--- config.mk ---
export PLATFORM = sky130hd
export DESIGN_NAME = decode_execute_stage
export DESIGN_NICKNAME = d
export VERILOG_FILES = /design/src/rtl/decode_execute_stage.sv
export SDC_FILE = /design/constraint.sdc
export NUM_CORES = 1
export LEC_CHECK = 0
export CORE_MARGIN = 3
export CORE_UTILIZATION = 35
export DETAILED_ROUTE_END_ITERATION = 8
export SYNTH_ARGS = -nofsm -noshare
export SYNTH_HDL_FRONTEND = slang
export SYNTH_SLANG_ARGS = --single-unit
--- constraint.sdc ---
create_clock -name clk -period 3.1 [get_ports clk]
set_input_delay 0.62 -clock clk [delete_from_list [all_inputs] [get_ports clk]]
set_output_delay 0.62 -clock clk [all_outputs]
set_load 0.01 [all_outputs]
--- src/rtl/decode_execute_stage.sv ---
// Decode/execute boundary: 16x32 register file, ID/EX register, load-use hazard.
// Optional statistics counters are built when DECODE_STATS_EN is defined.
module decode_execute_stage #(
    parameter int DATA_W     = 32,
    parameter int REG_ADDR_W = 4,
    parameter int NUM_REGS   = 2**REG_ADDR_W,
    parameter int CTRL_W     = 8
) (
    input  logic                  clk,
    input  logic                  rst,
    input  logic                  dec_valid,
    input  logic [REG_ADDR_W-1:0] dec_r1,
    input  logic [REG_ADDR_W-1:0] dec_r2,
    input  logic [REG_ADDR_W-1:0] dec_rdest,
    input  logic [DATA_W-1:0]     dec_imm,
    input  logic                  dec_immediate,
    input  logic                  dec_branch,
    input  logic                  dec_regw,
    input  logic                  dec_memread,
    input  logic [CTRL_W-1:0]     dec_ctrl,
    input  logic                  wb_regw,
    input  logic [REG_ADDR_W-1:0] wb_rdest,
    input  logic [DATA_W-1:0]     wb_data,
    input  logic                  flush,
    input  logic                  ex_stall,
    output logic                  dec_stall,
    output logic                  ex_valid,
    output logic                  ex_branch,
    output logic                  ex_immediate,
    output logic                  ex_regw,
    output logic                  ex_memread,
    output logic [REG_ADDR_W-1:0] ex_r1,
    output logic [REG_ADDR_W-1:0] ex_r2,
    output logic [REG_ADDR_W-1:0] ex_rdest,
    output logic [DATA_W-1:0]     ex_a,
    output logic [DATA_W-1:0]     ex_b,
    output logic [CTRL_W-1:0]     ex_ctrl,
    output logic [15:0]           bubble_cnt,
    output logic [15:0]           flush_cnt
);

    logic [DATA_W-1:0] rf [NUM_REGS];

    logic [DATA_W-1:0] rd1;
    logic [DATA_W-1:0] rd2;
    logic [DATA_W-1:0] op_a;
    logic [DATA_W-1:0] op_b;

    logic load_use;
    logic hit_r1;
    logic hit_r2;
    logic do_flush;
    logic do_hold;
    logic do_bubble;
    logic do_load;
    logic ref_a;
    logic ref_b;

    always_ff @(posedge clk) begin
        if (rst) begin
            for (int i = 0; i < NUM_REGS; i++) begin
                rf[i] <= '0;
            end
        end else if (wb_regw) begin
            rf[wb_rdest] <= wb_data;
        end
    end

    // Same-cycle writeback bypasses the array so decode never sees stale data.
    always_comb begin
        rd1 = rf[dec_r1];
        rd2 = rf[dec_r2];
        if (wb_regw && (wb_rdest == dec_r1)) rd1 = wb_data;
        if (wb_regw && (wb_rdest == dec_r2)) rd2 = wb_data;
        op_a = rd1;
        op_b = dec_immediate ? dec_imm : rd2;
    end

    always_comb begin
        hit_r1   = (dec_r1 == ex_rdest) && !dec_branch;
        hit_r2   = (dec_r2 == ex_rdest) && !dec_immediate;
        load_use = ex_valid && ex_memread && ex_regw && dec_valid
                   && (hit_r1 || hit_r2);
    end

    assign dec_stall = !rst && !flush && (ex_stall || load_use);

    always_comb begin
        do_flush  = flush;
        do_hold   = !flush && ex_stall;
        do_bubble = !flush && !ex_stall && load_use;
        do_load   = !flush && !ex_stall && !load_use;
        ref_a     = wb_regw && (wb_rdest == ex_r1) && !ex_branch;
        ref_b     = wb_regw && (wb_rdest == ex_r2) && !ex_immediate;
    end

    always_ff @(posedge clk) begin
        if (rst) begin
            ex_valid     <= 1'b0;
            ex_branch    <= 1'b0;
            ex_immediate <= 1'b0;
            ex_regw      <= 1'b0;
            ex_memread   <= 1'b0;
            ex_r1        <= '0;
            ex_r2        <= '0;
            ex_rdest     <= '0;
            ex_a         <= '0;
            ex_b         <= '0;
            ex_ctrl      <= '0;
        end else begin
            unique case (1'b1)
                do_flush: begin
                    ex_valid   <= 1'b0;
                    ex_regw    <= 1'b0;
                    ex_memread <= 1'b0;
                    ex_branch  <= 1'b0;
                end
                // Held operands track writeback so the stalled op stays current.
                do_hold: begin
                    if (ref_a) ex_a <= wb_data;
                    if (ref_b) ex_b <= wb_data;
                end
                do_bubble: begin
                    ex_valid   <= 1'b0;
                    ex_regw    <= 1'b0;
                    ex_memread <= 1'b0;
                end
                do_load: begin
                    ex_valid     <= dec_valid;
                    ex_branch    <= dec_branch;
                    ex_immediate <= dec_immediate;
                    ex_regw      <= dec_regw;
                    ex_memread   <= dec_memread;
                    ex_r1        <= dec_r1;
                    ex_r2        <= dec_r2;
                    ex_rdest     <= dec_rdest;
                    ex_a         <= op_a;
                    ex_b         <= op_b;
                    ex_ctrl      <= dec_ctrl;
                end
                default: ;
            endcase
        end
    end

`ifdef DECODE_STATS_EN
    always_ff @(posedge clk) begin
        if (rst) begin
            bubble_cnt <= '0;
            flush_cnt  <= '0;
        end else begin
            if (do_bubble && (bubble_cnt != 16'hFFFF)) begin
                bubble_cnt <= bubble_cnt + 16'd1;
            end
            if (do_flush && (flush_cnt != 16'hFFFF)) begin
                flush_cnt <= flush_cnt + 16'd1;
            end
        end
    end
`else
    assign bubble_cnt = '0;
    assign flush_cnt  = '0;
`endif

endmodule

Word level (Yosys, flattened, before mapping) --
Memory sizes are Yosys's and may differ from the RTL's. Index checks and enable logic that the tools add are counted.
Operators by class: reduce and logical (&&, ||, !) cells 35, multiplexer cells 19, eq/ne operators 8
Operators with widths (count):
- $mux 32 | 6
- $pmux 32 s2 | 2
- $reduce_or 32->1 | 1
- $eq 4x4->1 | 6
- $logic_and 1x1->1 | 18
- $logic_not 1->1 | 8
- $pmux 1 s2 | 4
- $mux 1 | 6
- $reduce_bool 2->1 | 3
- $mux 4 | 1
- $ne 2x1->1 const B | 2
- $reduce_and 2->1 | 2
- $logic_or 1x1->1 | 2
- $reduce_or 2->1 | 1
Word-level totals: memories 1, word-level logic and storage cells 74, RAM bits 512, output and inout port bits 122, flip-flop bits (word level) 89
Memory list:
- rf | depth 16, bits a word 32, rd ports 2, clocked after memory_dff 0, wr ports 16, line 42 | logic [DATA_W-1:0] rf [NUM_REGS];

Longest topological paths before layout --
Gate-level depths: netlist of the first run.
word-level depth 8, depth in mapped cells 11

Worst setup path before layout of the first run --
Ideal clock, no wire load.
kind input to register, start point in rst, end point mem rf[0][0] (enable), path slack 0.590 ns, stages on the path 5, data arrival time 2.135 ns, data required time 2.725 ns, library setup time 0.375 ns, path buffers 1, cell sequence clkbuf_1 > nand2b_1 > or3_1 > nor3_1 > or2_2
RTL lines:
- from (decl) | line 10 | input logic rst,
- to (decl) | line 42

Worst setup path in the final report of the first run --
start point reg ex_rdest[1], end point out dec_stall
Between the ends: longest elaborated chain between the ends 6, elaborated cells between the ends (all ways) 8
Ends and longest elaborated chain:
- from (decl) | line 34 | output logic [REG_ADDR_W-1:0] ex_rdest,
- from (signal assigned) | line 136 | ex_rdest <= dec_rdest;
- $eq 4x4->1 (on tied branches) | line 80, 81
- $logic_and 1x1->1 (on tied branches) | line 80, 81
- $logic_or 1x1->1 (*) | line 83 | && (hit_r1 || hit_r2);
- $logic_and 1x1->1 (*) | line 83
- $logic_or 1x1->1 (*) | line 86 | assign dec_stall = !rst && !flush && (ex_stall || load_use);
- $logic_and 1x1->1 (*) | line 86
- to (decl) | line 26 | output logic dec_stall,
Mark *: on every way between the ends. The rest lies on a longest branch, timed or not.

==> flow_metrics.tcl, run 1 <==
set metrics [dict create \
    outcome "finished clean" \
    crit_path_max_incr_delay_ps 360 \
    syn_area_mm2 0.03241 \
    placed_cell_area_mm2 0.03608 \
    clockBufferDepth 3 \
    cp.arrival_ps 2310 \
    place.gp.congestion 0.8106 \
    finalHoldViolCount 0 \
    grtUsageTotal_pct 22.69 \
    chipWidth_um 310.3 \
    antenna_found_initial 6 \
    cts_tree "done" \
    rows 110 \
    die_y_um 310.3 \
    crit_family "simple AND/OR/NAND/NOR gates" \
    io_buffers 187 \
    clock_latency_ps 620 \
    multi_input_area_mm2 0.01389 \
    path_max_fanout 4 \
    yosys_warnings 0 \
    slew-limit-headroom_pct 16.05 \
    synth.largest_area_cell "edfxtp_1" \
    rsz0062_at_grt "false" \
    syn-instance-count 2374 \
    grt_max_degree 131 \
    dp_slack_ps -160.3 \
    critPathLaunchType "flip-flop" \
    post-cts-setup-buffer-count 0 \
    maxSlewViolCount 0 \
    viasPerCell 5.718 \
    setup.worst_path.class "reg -> out" \
    slowest_stage "dfxtp_1" \
    ys_ff_latch 601 \
    syn2layout_area_growth_pct 18.20 \
    syn_area_per_cell_um2 13.65 \
    holdPathStages 3 \
    min_period_ps 2927 \
    synthTopCellsByArea "edfxtp_1 (47%), mux4_2 (17%), and2_1 (9.9%), dfxtp_1 (5.5%), mux2i_1 (3.6%)" \
    clk_pin_slew_ps 60 \
    async_flop_share_pct 0 \
    pwr-share-comb_pct 13.6 \
    cts_made_buffers 67 \
    finalClockSkew_ps 23.10 \
    hold_slack_ps 397.0 \
    cp_cell_sequence "xor2_1, nor4_2, buf_4, a21oi_2, and2_1, nor3_2, dlygate4sd2_1" \
    io_pins 220 \
    hold_end "ex_r2[0]$_SDFFE_PP0P_" \
    worst_pin_slew_ps 1256 \
    hp-class "in -> reg" \
    vias 21710 \
    p_clk_share_pct 39.7 \
    initial_core_util_pct 35.62 \
    grt_pass1_wl_um 157700 \
    maxCapViolations 0 \
    grt_overflow 0 \
    switching_share_pct 25.17 \
    final_net_count 2606 \
    cts_resized 2 \
    worstHoldStart "dec_r2[0]" \
    wl_per_cell_um 28.78 \
    fillers 8193 \
    yosysTopAreaCellShare_pct 47.44 \
    power_density_mw_per_mm2 531.0 \
    core_area_mm2 0.09097 \
    path_buf_inv 2 \
    synth_edf_count 512 \
    cp_data_required_time_ps 2480 \
    grt_pass1_vias 22360 \
    timing.final.ws_setup_ps 173.4 \
    min_period_over_period_pct 94.41 \
    wl_um 109300 \
    route.detailed.drc 0 \
    ys_seq_area_share_pct 52.94 \
    root_buffer "clkbuf_16" \
    p_leak_nw 13.70 \
    synth_common_cells "and2_1 (515), edfxtp_1 (512), mux4_2 (238), clkbuf_1 (140), nand2_1 (130)" \
    seq_power_share_pct 46.7 \
    worstSetupEndpointType "output pin" \
    yosys_most_used_dff "edfxtp_1" \
    fmax_mhz 341.7 \
    h-tree-depth 3 \
    cts_sinks 601 \
    drive_gt1_share_pct 22.44 \
    yosysUniqueCellTypes 49 \
    r2r_slack_ps 350 \
    timing.rr.end "ex_b[15]$_SDFFE_PP0P_" \
    worst-r2r-cell-count 9 \
    firstDrtPassIters 5 \
    regArea_mm2 0.01716 \
    rr_startpoint "ex_rdest[3]$_SDFFE_PP0P_" \
    dieArea_mm2 0.09628 \
    post-dp-hpwl_um 66550 \
    ant_nets 0 \
    final_area_mm2 0.03831 \
    p_switching_w 0.005119 \
    post-synth-top-count-cell "and2_1" \
    drt_iter0_drc 2240 \
    setup_violations 0 \
    p_int_w 0.01522 \
    holdBufCountCts 0 \
    ir_drop_mv 0.4235 \
]
==> power by group through the flow <==
stage	logic [W]	clock network, W	registers [W]
after floorplan	0.00164	0	0.00960
after global placement	0.00273	0	0.00962
after detailed placement	0.00275	0	0.00967
after CTS	0.00276	0.00819	0.00950
after global routing	0.00292	0.00853	0.00955
final	0.00276	0.00807	0.00951
==> registers in the layout, indices dropped and copies added, names as in the netlist <==
name,flops
rf,512
ex_a,32
ex_b,32
ex_ctrl,8
ex_r1,4
ex_r2,4
ex_rdest,4
ex_branch,1
ex_immediate,1
ex_memread,1
ex_regw,1
ex_valid,1
==> per-stage QoR <==
step / setup TNS, ps / total power (W) / std cells / util (%)
final: 0 / 0.02034 / 3797 / 42.11
after global routing: 0 / 0.02099 / 3794 / 42.10
after CTS: 0 / 0.02045 / 3794 / 42.10
after detailed placement: -3008 / 0.01242 / 3671 / 39.66
after global placement: -2374 / 0.01235 / 3671 / 39.66
after floorplan: 0 / 0.01124 / 2405 / -
==> cells in the final DEF (no fill, tap or decap), types with 17 or more instances in the layout <==
cell type          n
a211oi_1          18
nand2_1          130
mux4_2           238
mux2_1            19
nor3b_1           32
mux2_2            29
or2_2             17
and2_1           515
clkdlybuf4s50_1  176
a211o_1           32
edfxtp_1         512
conb_1            32
dfxtp_1           89
buf_4             90
a21oi_1           30
clkbuf_16         71
a31oi_1           48
mux2i_1          117
buf_12            49
a22oi_1           20
nor2_1            56
o22ai_1           24
==> cell families (layout without fill, tap and decap cells) <==
group | Yosys count | in the layout | share of synthesized area (%)
AO/OA/AOI/OAI | 233 | 233 | 5.320
other | 1 | 35 | 0.01157
buffers and inverters | 292 | 449 | 4.815
XOR/XNOR | 21 | 21 | 0.5676
flip-flops | 601 | 601 | 52.94
multiplexers | 403 | 403 | 21.82
AND/OR/NAND/NOR | 823 | 823 | 14.52
==> cell type report <==
| type | instances | share of cell area (%) |
|---|---|---|
| diodes | 3 | 0.01960 |
| repair buffers | 323 | 9.103 |
| inverters | 3 | 0.02940 |
| well taps | 1232 | 4.024 |
| clock buffers | 95 | 5.109 |
| flip-flops and latches | 601 | 44.79 |
| multi-input cells | 1512 | 36.26 |
| clock inverters | 28 | 0.6696 |
==> worst min-delay path, cell delays in order <==
cell,delay (ps)
clkbuf_8,180
mux2i_1,90
nor2_1,70
==> per-layer routing <==
layer  share of wire, %  global-route usage [%]
met3                9.0                   4.274
met2                 48                   37.87
met1                 39                   29.68
met4                3.4                   8.074
met5              0.022                       0
==> worst max path at each step <==
stage / to / from / cells past startpoint
floorplan: rf[0][0]$_SDFFCE_PN0P_ / rst / 5
global placement: dec_stall / dec_valid / 7
detailed placement: dec_stall / dec_valid / 7
CTS: dec_stall / ex_rdest[1]$_SDFFE_PP0P_ / 7
global route: dec_stall / ex_rdest[1]$_SDFFE_PP0P_ / 7
finish: dec_stall / ex_rdest[1]$_SDFFE_PP0P_ / 7
(Power assumes the default switching activity.)
==> inputs of run 2 (changes only) <==
CTS_CLUSTER_DIAMETER = 150   (was not set)
==> results of run 2 <==
Same layout as run 1: the final DEF is identical, and so are final timing and power.
